**src/rtl/matrix_reduce_pkg.sv**
```systemverilog
// Shared types for the streaming matrix row reducer.
package matrix_reduce_pkg;

   typedef enum logic [1:0] {
      OP_OR  = 2'b00,
      OP_AND = 2'b01,
      OP_XOR = 2'b10,
      OP_RSV = 2'b11
   } op_e;

   typedef enum logic [1:0] {
      S_IDLE,
      S_ACCUM,
      S_HOLD
   } state_e;

   // The reserved encoding behaves as OR and is reported as OR.
   function automatic op_e op_norm(op_e op);
      return (op == OP_RSV) ? OP_OR : op;
   endfunction

endpackage

```
**src/rtl/matrix_reduce_op.sv**
```systemverilog
// Combinational bitwise fold of two rows under the selected reduction op.
module matrix_reduce_op
   import matrix_reduce_pkg::*;
#(
   parameter int unsigned WIDTH = 16
) (
   input  logic [WIDTH-1:0] a,
   input  logic [WIDTH-1:0] b,
   input  logic [1:0]       op,
   output logic [WIDTH-1:0] y
);

   always_comb begin
      y = a | b;
      unique case (op)
         OP_AND:  y = a & b;
         OP_XOR:  y = a ^ b;
         default: y = a | b;
      endcase
   end

endmodule

```
**src/rtl/matrix_reduce_stream.sv**
```systemverilog
// Streaming row reducer: folds up to ROWS rows per frame into one WIDTH-bit word
// and holds the result until the downstream handshake.
module matrix_reduce_stream
   import matrix_reduce_pkg::*;
#(
   parameter int unsigned WIDTH = 16,
   parameter int unsigned ROWS  = 16,
   parameter int unsigned CNT_W = $clog2(ROWS + 1)
) (
   input  logic             clk,
   input  logic             rst,
   input  logic [1:0]       op_mode,
   input  logic             in_valid,
   output logic             in_ready,
   input  logic [WIDTH-1:0] in_data,
   input  logic             in_last,
   output logic             out_valid,
   input  logic             out_ready,
   output logic [WIDTH-1:0] out_data,
   output logic [CNT_W-1:0] out_rows,
   output logic [1:0]       out_op
);

   localparam logic [CNT_W-1:0] RowsMax = CNT_W'(ROWS);
   localparam logic [CNT_W-1:0] CntOne  = CNT_W'(1);

   state_e           state_q, state_d;
   logic [WIDTH-1:0] acc_q, acc_d;
   logic [CNT_W-1:0] row_cnt_q, row_cnt_d;
   op_e              op_lat_q, op_lat_d;
   logic             out_valid_q, out_valid_d;
   logic [WIDTH-1:0] out_data_q, out_data_d;
   logic [CNT_W-1:0] out_rows_q, out_rows_d;
   logic [1:0]       out_op_q, out_op_d;

   logic [WIDTH-1:0] fold;
   logic [CNT_W-1:0] cnt_inc;
   logic             row_accept, row_first, row_next, frame_done, out_hs;

   matrix_reduce_op #(
      .WIDTH(WIDTH)
   ) u_op (
      .a (acc_q),
      .b (in_data),
      .op(op_lat_q),
      .y (fold)
   );

   assign cnt_inc    = row_cnt_q + CntOne;
   assign out_hs     = out_valid_q & out_ready;
   assign row_accept = in_valid & in_ready;
   // A first row can arrive in IDLE or in HOLD on the same cycle the result leaves.
   assign row_first  = row_accept & ((state_q == S_IDLE) | (state_q == S_HOLD));
   assign row_next   = row_accept & (state_q == S_ACCUM);
   assign frame_done = row_next & (in_last | (cnt_inc == RowsMax));

   always_ff @(posedge clk or posedge rst) begin
      if (rst) begin
         state_q <= S_IDLE;
      end else begin
         state_q <= state_d;
      end
   end

   always_comb begin
      state_d = state_q;
      unique case (state_q)
         S_IDLE:  if (row_first) state_d = in_last ? S_HOLD : S_ACCUM;
         S_ACCUM: if (frame_done) state_d = S_HOLD;
         S_HOLD: begin
            if (out_hs) begin
               if (row_first) state_d = in_last ? S_HOLD : S_ACCUM;
               else           state_d = S_IDLE;
            end
         end
         default: state_d = S_IDLE;
      endcase
   end

   always_comb begin
      in_ready = ~rst & ((state_q != S_HOLD) | out_ready);
   end

   always_comb begin
      acc_d       = acc_q;
      row_cnt_d   = row_cnt_q;
      op_lat_d    = op_lat_q;
      out_valid_d = out_valid_q;
      out_data_d  = out_data_q;
      out_rows_d  = out_rows_q;
      out_op_d    = out_op_q;
      if (out_hs) out_valid_d = 1'b0;
      if (row_first) begin
         acc_d     = in_data;
         row_cnt_d = CntOne;
         op_lat_d  = op_e'(op_mode);
         if (in_last) begin
            out_valid_d = 1'b1;
            out_data_d  = in_data;
            out_rows_d  = CntOne;
            out_op_d    = op_norm(op_e'(op_mode));
         end
      end else if (row_next) begin
         acc_d     = fold;
         row_cnt_d = cnt_inc;
         if (frame_done) begin
            out_valid_d = 1'b1;
            out_data_d  = fold;
            out_rows_d  = cnt_inc;
            out_op_d    = op_norm(op_lat_q);
         end
      end
   end

   always_ff @(posedge clk or posedge rst) begin
      if (rst) begin
         acc_q       <= '0;
         row_cnt_q   <= '0;
         op_lat_q    <= OP_OR;
         out_valid_q <= 1'b0;
         out_data_q  <= '0;
         out_rows_q  <= '0;
         out_op_q    <= 2'b00;
      end else begin
         acc_q       <= acc_d;
         row_cnt_q   <= row_cnt_d;
         op_lat_q    <= op_lat_d;
         out_valid_q <= out_valid_d;
         out_data_q  <= out_data_d;
         out_rows_q  <= out_rows_d;
         out_op_q    <= out_op_d;
      end
   end

   assign out_valid = out_valid_q;
   assign out_data  = out_data_q;
   assign out_rows  = out_rows_q;
   assign out_op    = out_op_q;

endmodule

```
**config.mk**
```make
export PLATFORM = sky130hd
export DESIGN_NAME = matrix_reduce_stream
export DESIGN_NICKNAME = d
export VERILOG_FILES = /design/src/rtl/matrix_reduce_pkg.sv /design/src/rtl/matrix_reduce_op.sv /design/src/rtl/matrix_reduce_stream.sv
export SDC_FILE = /design/constraint.sdc
export NUM_CORES = 1
export LEC_CHECK = 0
export BUFFER_PORTS_ARGS = -buffer_cell sky130_fd_sc_hd__buf_2
export CORE_UTILIZATION = 43
export DETAILED_ROUTE_END_ITERATION = 6
export GPL_TIMING_DRIVEN = 0
export SLEW_MARGIN = 10
export SYNTH_ARGS = -nofsm -noshare
export SYNTH_HDL_FRONTEND = slang
export SYNTH_HIERARCHICAL = 1
export SYNTH_SLANG_ARGS = --single-unit
```
**constraint.sdc**
```tcl
create_clock -name clk -period 5.37 [get_ports clk]
set_clock_uncertainty 0.15 [all_clocks]
set_input_delay 1.3425 -clock clk [delete_from_list [all_inputs] [get_ports clk]]
set_output_delay 1.3425 -clock clk [all_outputs]
set_load 0.005 [all_outputs]
```
== Yosys cells after proc, flatten, opt, wreduce, memory -nomap -nowiden ==
Index checks and enable logic that the tools add are counted.
Storage, ports and cells
  register bits: 49
  output and inout port bits: 25
  logic and storage cells: 69
Operators by class
  add/sub/neg operators: 1
  eq/ne operators: 12
  multiplexer cells: 30
  bitwise operators: 13
  reduce and logical (&&, ||, !) cells: 5
Operators with widths (number)
  16-bit 2-to-1 mux: 6
  16-bit one-hot mux with 2 select lines: 1
  5-bit 2-to-1 mux: 6
  2-bit 2-to-1 mux: 11
  16-bit bitwise AND: 1
  16-bit OR: 1
  16-bit XOR: 1
  2-bit != test, second input constant: 5
  2-bit equality test, second input constant: 4
  1-bit bitwise AND: 6
  2-bit one-hot mux with 3 select lines: 1
  3-bit AND reduction: 2
  5-bit by 1-bit adder with 5-bit output, second input constant: 1
  5-bit equality test, second input constant: 1
  1-bit 2-to-1 mux: 5
  2-bit by 1-bit equality test with 1-bit output, second input constant: 2
  2-bit nonzero test: 2
  1-bit OR: 3
  2-bit logical NOT: 1
  1-bit inverter: 1

== Depth between registers and ports, before layout ==
  word-level depth: 9
  gate-level depth with buffers: 8
  gate-level depth less buffers: 6

== Modules after synthesis ==
The synthesis kept the hierarchy.
Modules (own cells, without submodules)
  matrix_reduce_stream: instances 1, cells each 205, area each 2476.1 µm²
  matrix_reduce_op: instances 1, cells each 107, area each 915.9 µm²

== Least setup slack after synthesis ==
OpenSTA, ideal clock, no wires.
  kind: input to output
  from: input port out_ready
  to: output port in_ready
  arrival time: 1.470 ns
  required time: 3.878 ns
  path slack: 2.407 ns
  stages on the path: 2
  buffers on the path: 0
  path through: nor2_1 nor2_1
On the way
  word-level cells in the longest chain between the ends: 2
Ends and longest elaborated chain
  start, declared: RTL line matrix_reduce_stream.sv:18  | input logic out_ready,
  1-bit OR: RTL line matrix_reduce_stream.sv:81  | in_ready = ~rst & ((state_q != S_HOLD) | out_ready);
  1-bit bitwise AND: RTL line matrix_reduce_stream.sv:81
  end, declared: RTL line matrix_reduce_stream.sv:14  | output logic in_ready,
Every way passes these cells.

== Worst setup path after layout ==
Same ends and word-level chain as after synthesis.

==> results.toml <==
[yosys]
yosysTopAreaCellShare_pct = 36.1
synth_nets = 370
synth_edf_count = 0
synth_cells = 312
async_reset_ff_share_pct = 100
synthFlopType = "dfrtp_1"
seq_area_frac_synth_pct = 36.1
synth.area.top_cells = "dfrtp_1 (36%), ha_1 (13%), mux2_2 (8.6%)"
synth_top_area_cell = "dfrtp_1"
ys_warn_count = 6
syn_area_per_cell_um2 = 10.9
synth_seq_cells = 49
ys_types = 39
netlist_area_um2 = 3390

[clock_tree]
cts_max_level = 2
clockBufferDepth = 2
worstSkewPairLatency_ns = 0.31
cts_resized = 0
clockRootBuffer = "clkbuf_8"
clkTransAtPathRegs_ns = 0.09
clock_sinks = 49
hold_buffers = 0
numCtsBuffers = 5
postCtsSetupBuffers = 0
tritoncts = "yes"

[sta]
fin_crit_sh_pct = 60.0
clock.fmax_ghz = 0.311
period_needed_ns = 3.22
tightest_slew_ns = 0.710
hold_violations = 0
hold-worst-slack_ns = 0.343
slew_violations = 0
final-setup-viol-count = 0
maxSlewHeadroom_pct = 52.2
rsz0062_at_grt = "no"
tns_ns = 0

[power]
power.density_nw_per_um2 = 551
leakage_nw = 1.95
p_total_mw = 2.15
ir_drop_mv = 0.179

[setup_path]
r2r_start = "op_lat_q[0]"
worstSetupStartpointType = "primary input"
reg2reg_to = "out_data[12]"
arrival_ns = 1.73
r2r_cells = 6
path_class = "primary input to output port"
worst_ep_required_time_ns = 3.88
rrSetupSlack_ns = 3.07
crit_fanout = 5
cp-end-kind = "output port"

[routing]
drt_wl_total_um = 7150
vias = 2429
routed_via_density = 5.17
wl_per_cell_um = 15.2
drc = 0
ant_nets = 0
drt_first_pass_iters = 4
initialDrtViolationCount = 96

[place]
place.gp.congestion = 0.767
post-dp-hpwl_um = 5210
place_area_um2 = 3770
io_buffers = 47

[finish]
drive_gt1_share_pct = 33.4
final_cell_area_um2 = 3910
num_antenna_cells = 0
nFillCells = 752
nets = 425
layout_commonest_cell = "buf_2"
syn_to_final_growth_pct = 15.2
mostFrequentLayoutCells = "buf_2 (53), dfrtp_1 (49), inv_1 (37)"

[floorplanning]
die-area_um2 = 8250
ios = 48
die_y_um = 90.8
rows = 32
die_x_um = 90.8
core_um2 = 7690
start_util_pct = 44.1

[outcome]
status = "completed"

[grt]
grt.overflow.total = 0
grt_max_degree = 32
grt_pass1_vias = 2604
grt_first_pass_wirelength_um = 12400
antenna_found_initial = 0
grt_usage_pct = 18.9

[flow_run]
max_cap_viol_count = 0

[hold_path]
hold_path_class = "flop to flop"
hold_end = "out_rows[2]"
hold_path_depth = 1
min_from = "out_rows[2]"
[routing by layer]
layer	global-route usage, %	vias to the layer above	wire [um]
li1	-	1204	-
met1	23.6	1185	3260
met2	33.3	33	3580
met3	2.95	7	219
met4	5.82	0	99
met5	0	-	0
[critical path, cell delays in order]
cell,delay (ns)
buf_2,0.13
nor2_1,0.10
nor2_1,0.04
buf_2,0.12
[worst max-delay path by stage]
stage / from / endpoint / slack, ns / cells after the start
finish: out_ready / in_ready / 2.15 / 4
floorplan: out_ready / in_ready / 2.41 / 2
CTS: out_ready / in_ready / 2.15 / 4
global route: out_ready / in_ready / 2.10 / 4
global placement: rst / out_data[0] / 1.81 / 2
detailed placement: rst / out_data[3] / 1.99 / 6
[power by group]
group / switching (mW) / internal [mW] / total (mW)
clock: 0.132 / 0.185 / 0.317
sequential: 0.120 / 0.530 / 0.650
combinational: 0.582 / 0.604 / 1.19
total: 0.834 / 1.32 / 2.15
[cell usage after synthesis (2+ instances only)]
| library cell | instances |
|---|---|
| xor2_1 | 3 |
| dfrtp_1 | 49 |
| a221oi_1 | 4 |
| nor2_1 | 6 |
| mux2_4 | 10 |
| buf_6 | 4 |
| mux2i_1 | 18 |
| a21oi_1 | 18 |
| a21o_1 | 3 |
| buf_4 | 2 |
| a22o_1 | 4 |
| nand2_1 | 22 |
| o21ai_0 | 22 |
| nand2b_1 | 8 |
| a221oi_2 | 12 |
| ha_1 | 35 |
| buf_2 | 6 |
| mux2_2 | 26 |
| clkbuf_1 | 2 |
| nand3_1 | 2 |
| inv_1 | 38 |
[cell families after synthesis]
logic type               Yosys count  synth area share (%)
AND/OR/NAND/NOR                   47                  7.67
AO/OA/AOI/OAI                     70                  16.0
buffers and inverters             54                  8.11
multiplexers                      54                  18.4
flip-flops                        49                  36.1
adder cells (fa/ha/maj)           35                  12.9
XOR/XNOR                           3                 0.775
[registers in the layout, indices dropped and copies added, names as in the netlist]
register / flops
acc_q: 16
out_data: 16
out_rows: 5
row_cnt_q: 5
op_lat_q: 2
out_op: 2
state_q: 2
out_valid: 1
[through the flow]
stage | utilization (%) | worst slack, ns | cells
after floorplan | - | 2.41 | 312
after global placement | 48.8 | 1.81 | 461
after detailed placement | 49.1 | 1.99 | 462
after CTS | 50.8 | 2.15 | 470
after global routing | 50.8 | 2.10 | 470
final | 50.8 | 2.15 | 470
[cell type report]
cell class	count	area [um2]	area share, %
Clock inverter	3	65.1	1.66
Timing Repair Buffer	48	255	6.53
Tap cell	102	128	3.27
Multi-Input combinational cell	209	1890	48.4
Buffer	16	133	3.39
Inverter	38	143	3.65
Clock buffer	5	68.8	1.76
Sequential cell	49	1230	31.4
Note: power is estimated with default switching activity, not from simulation.
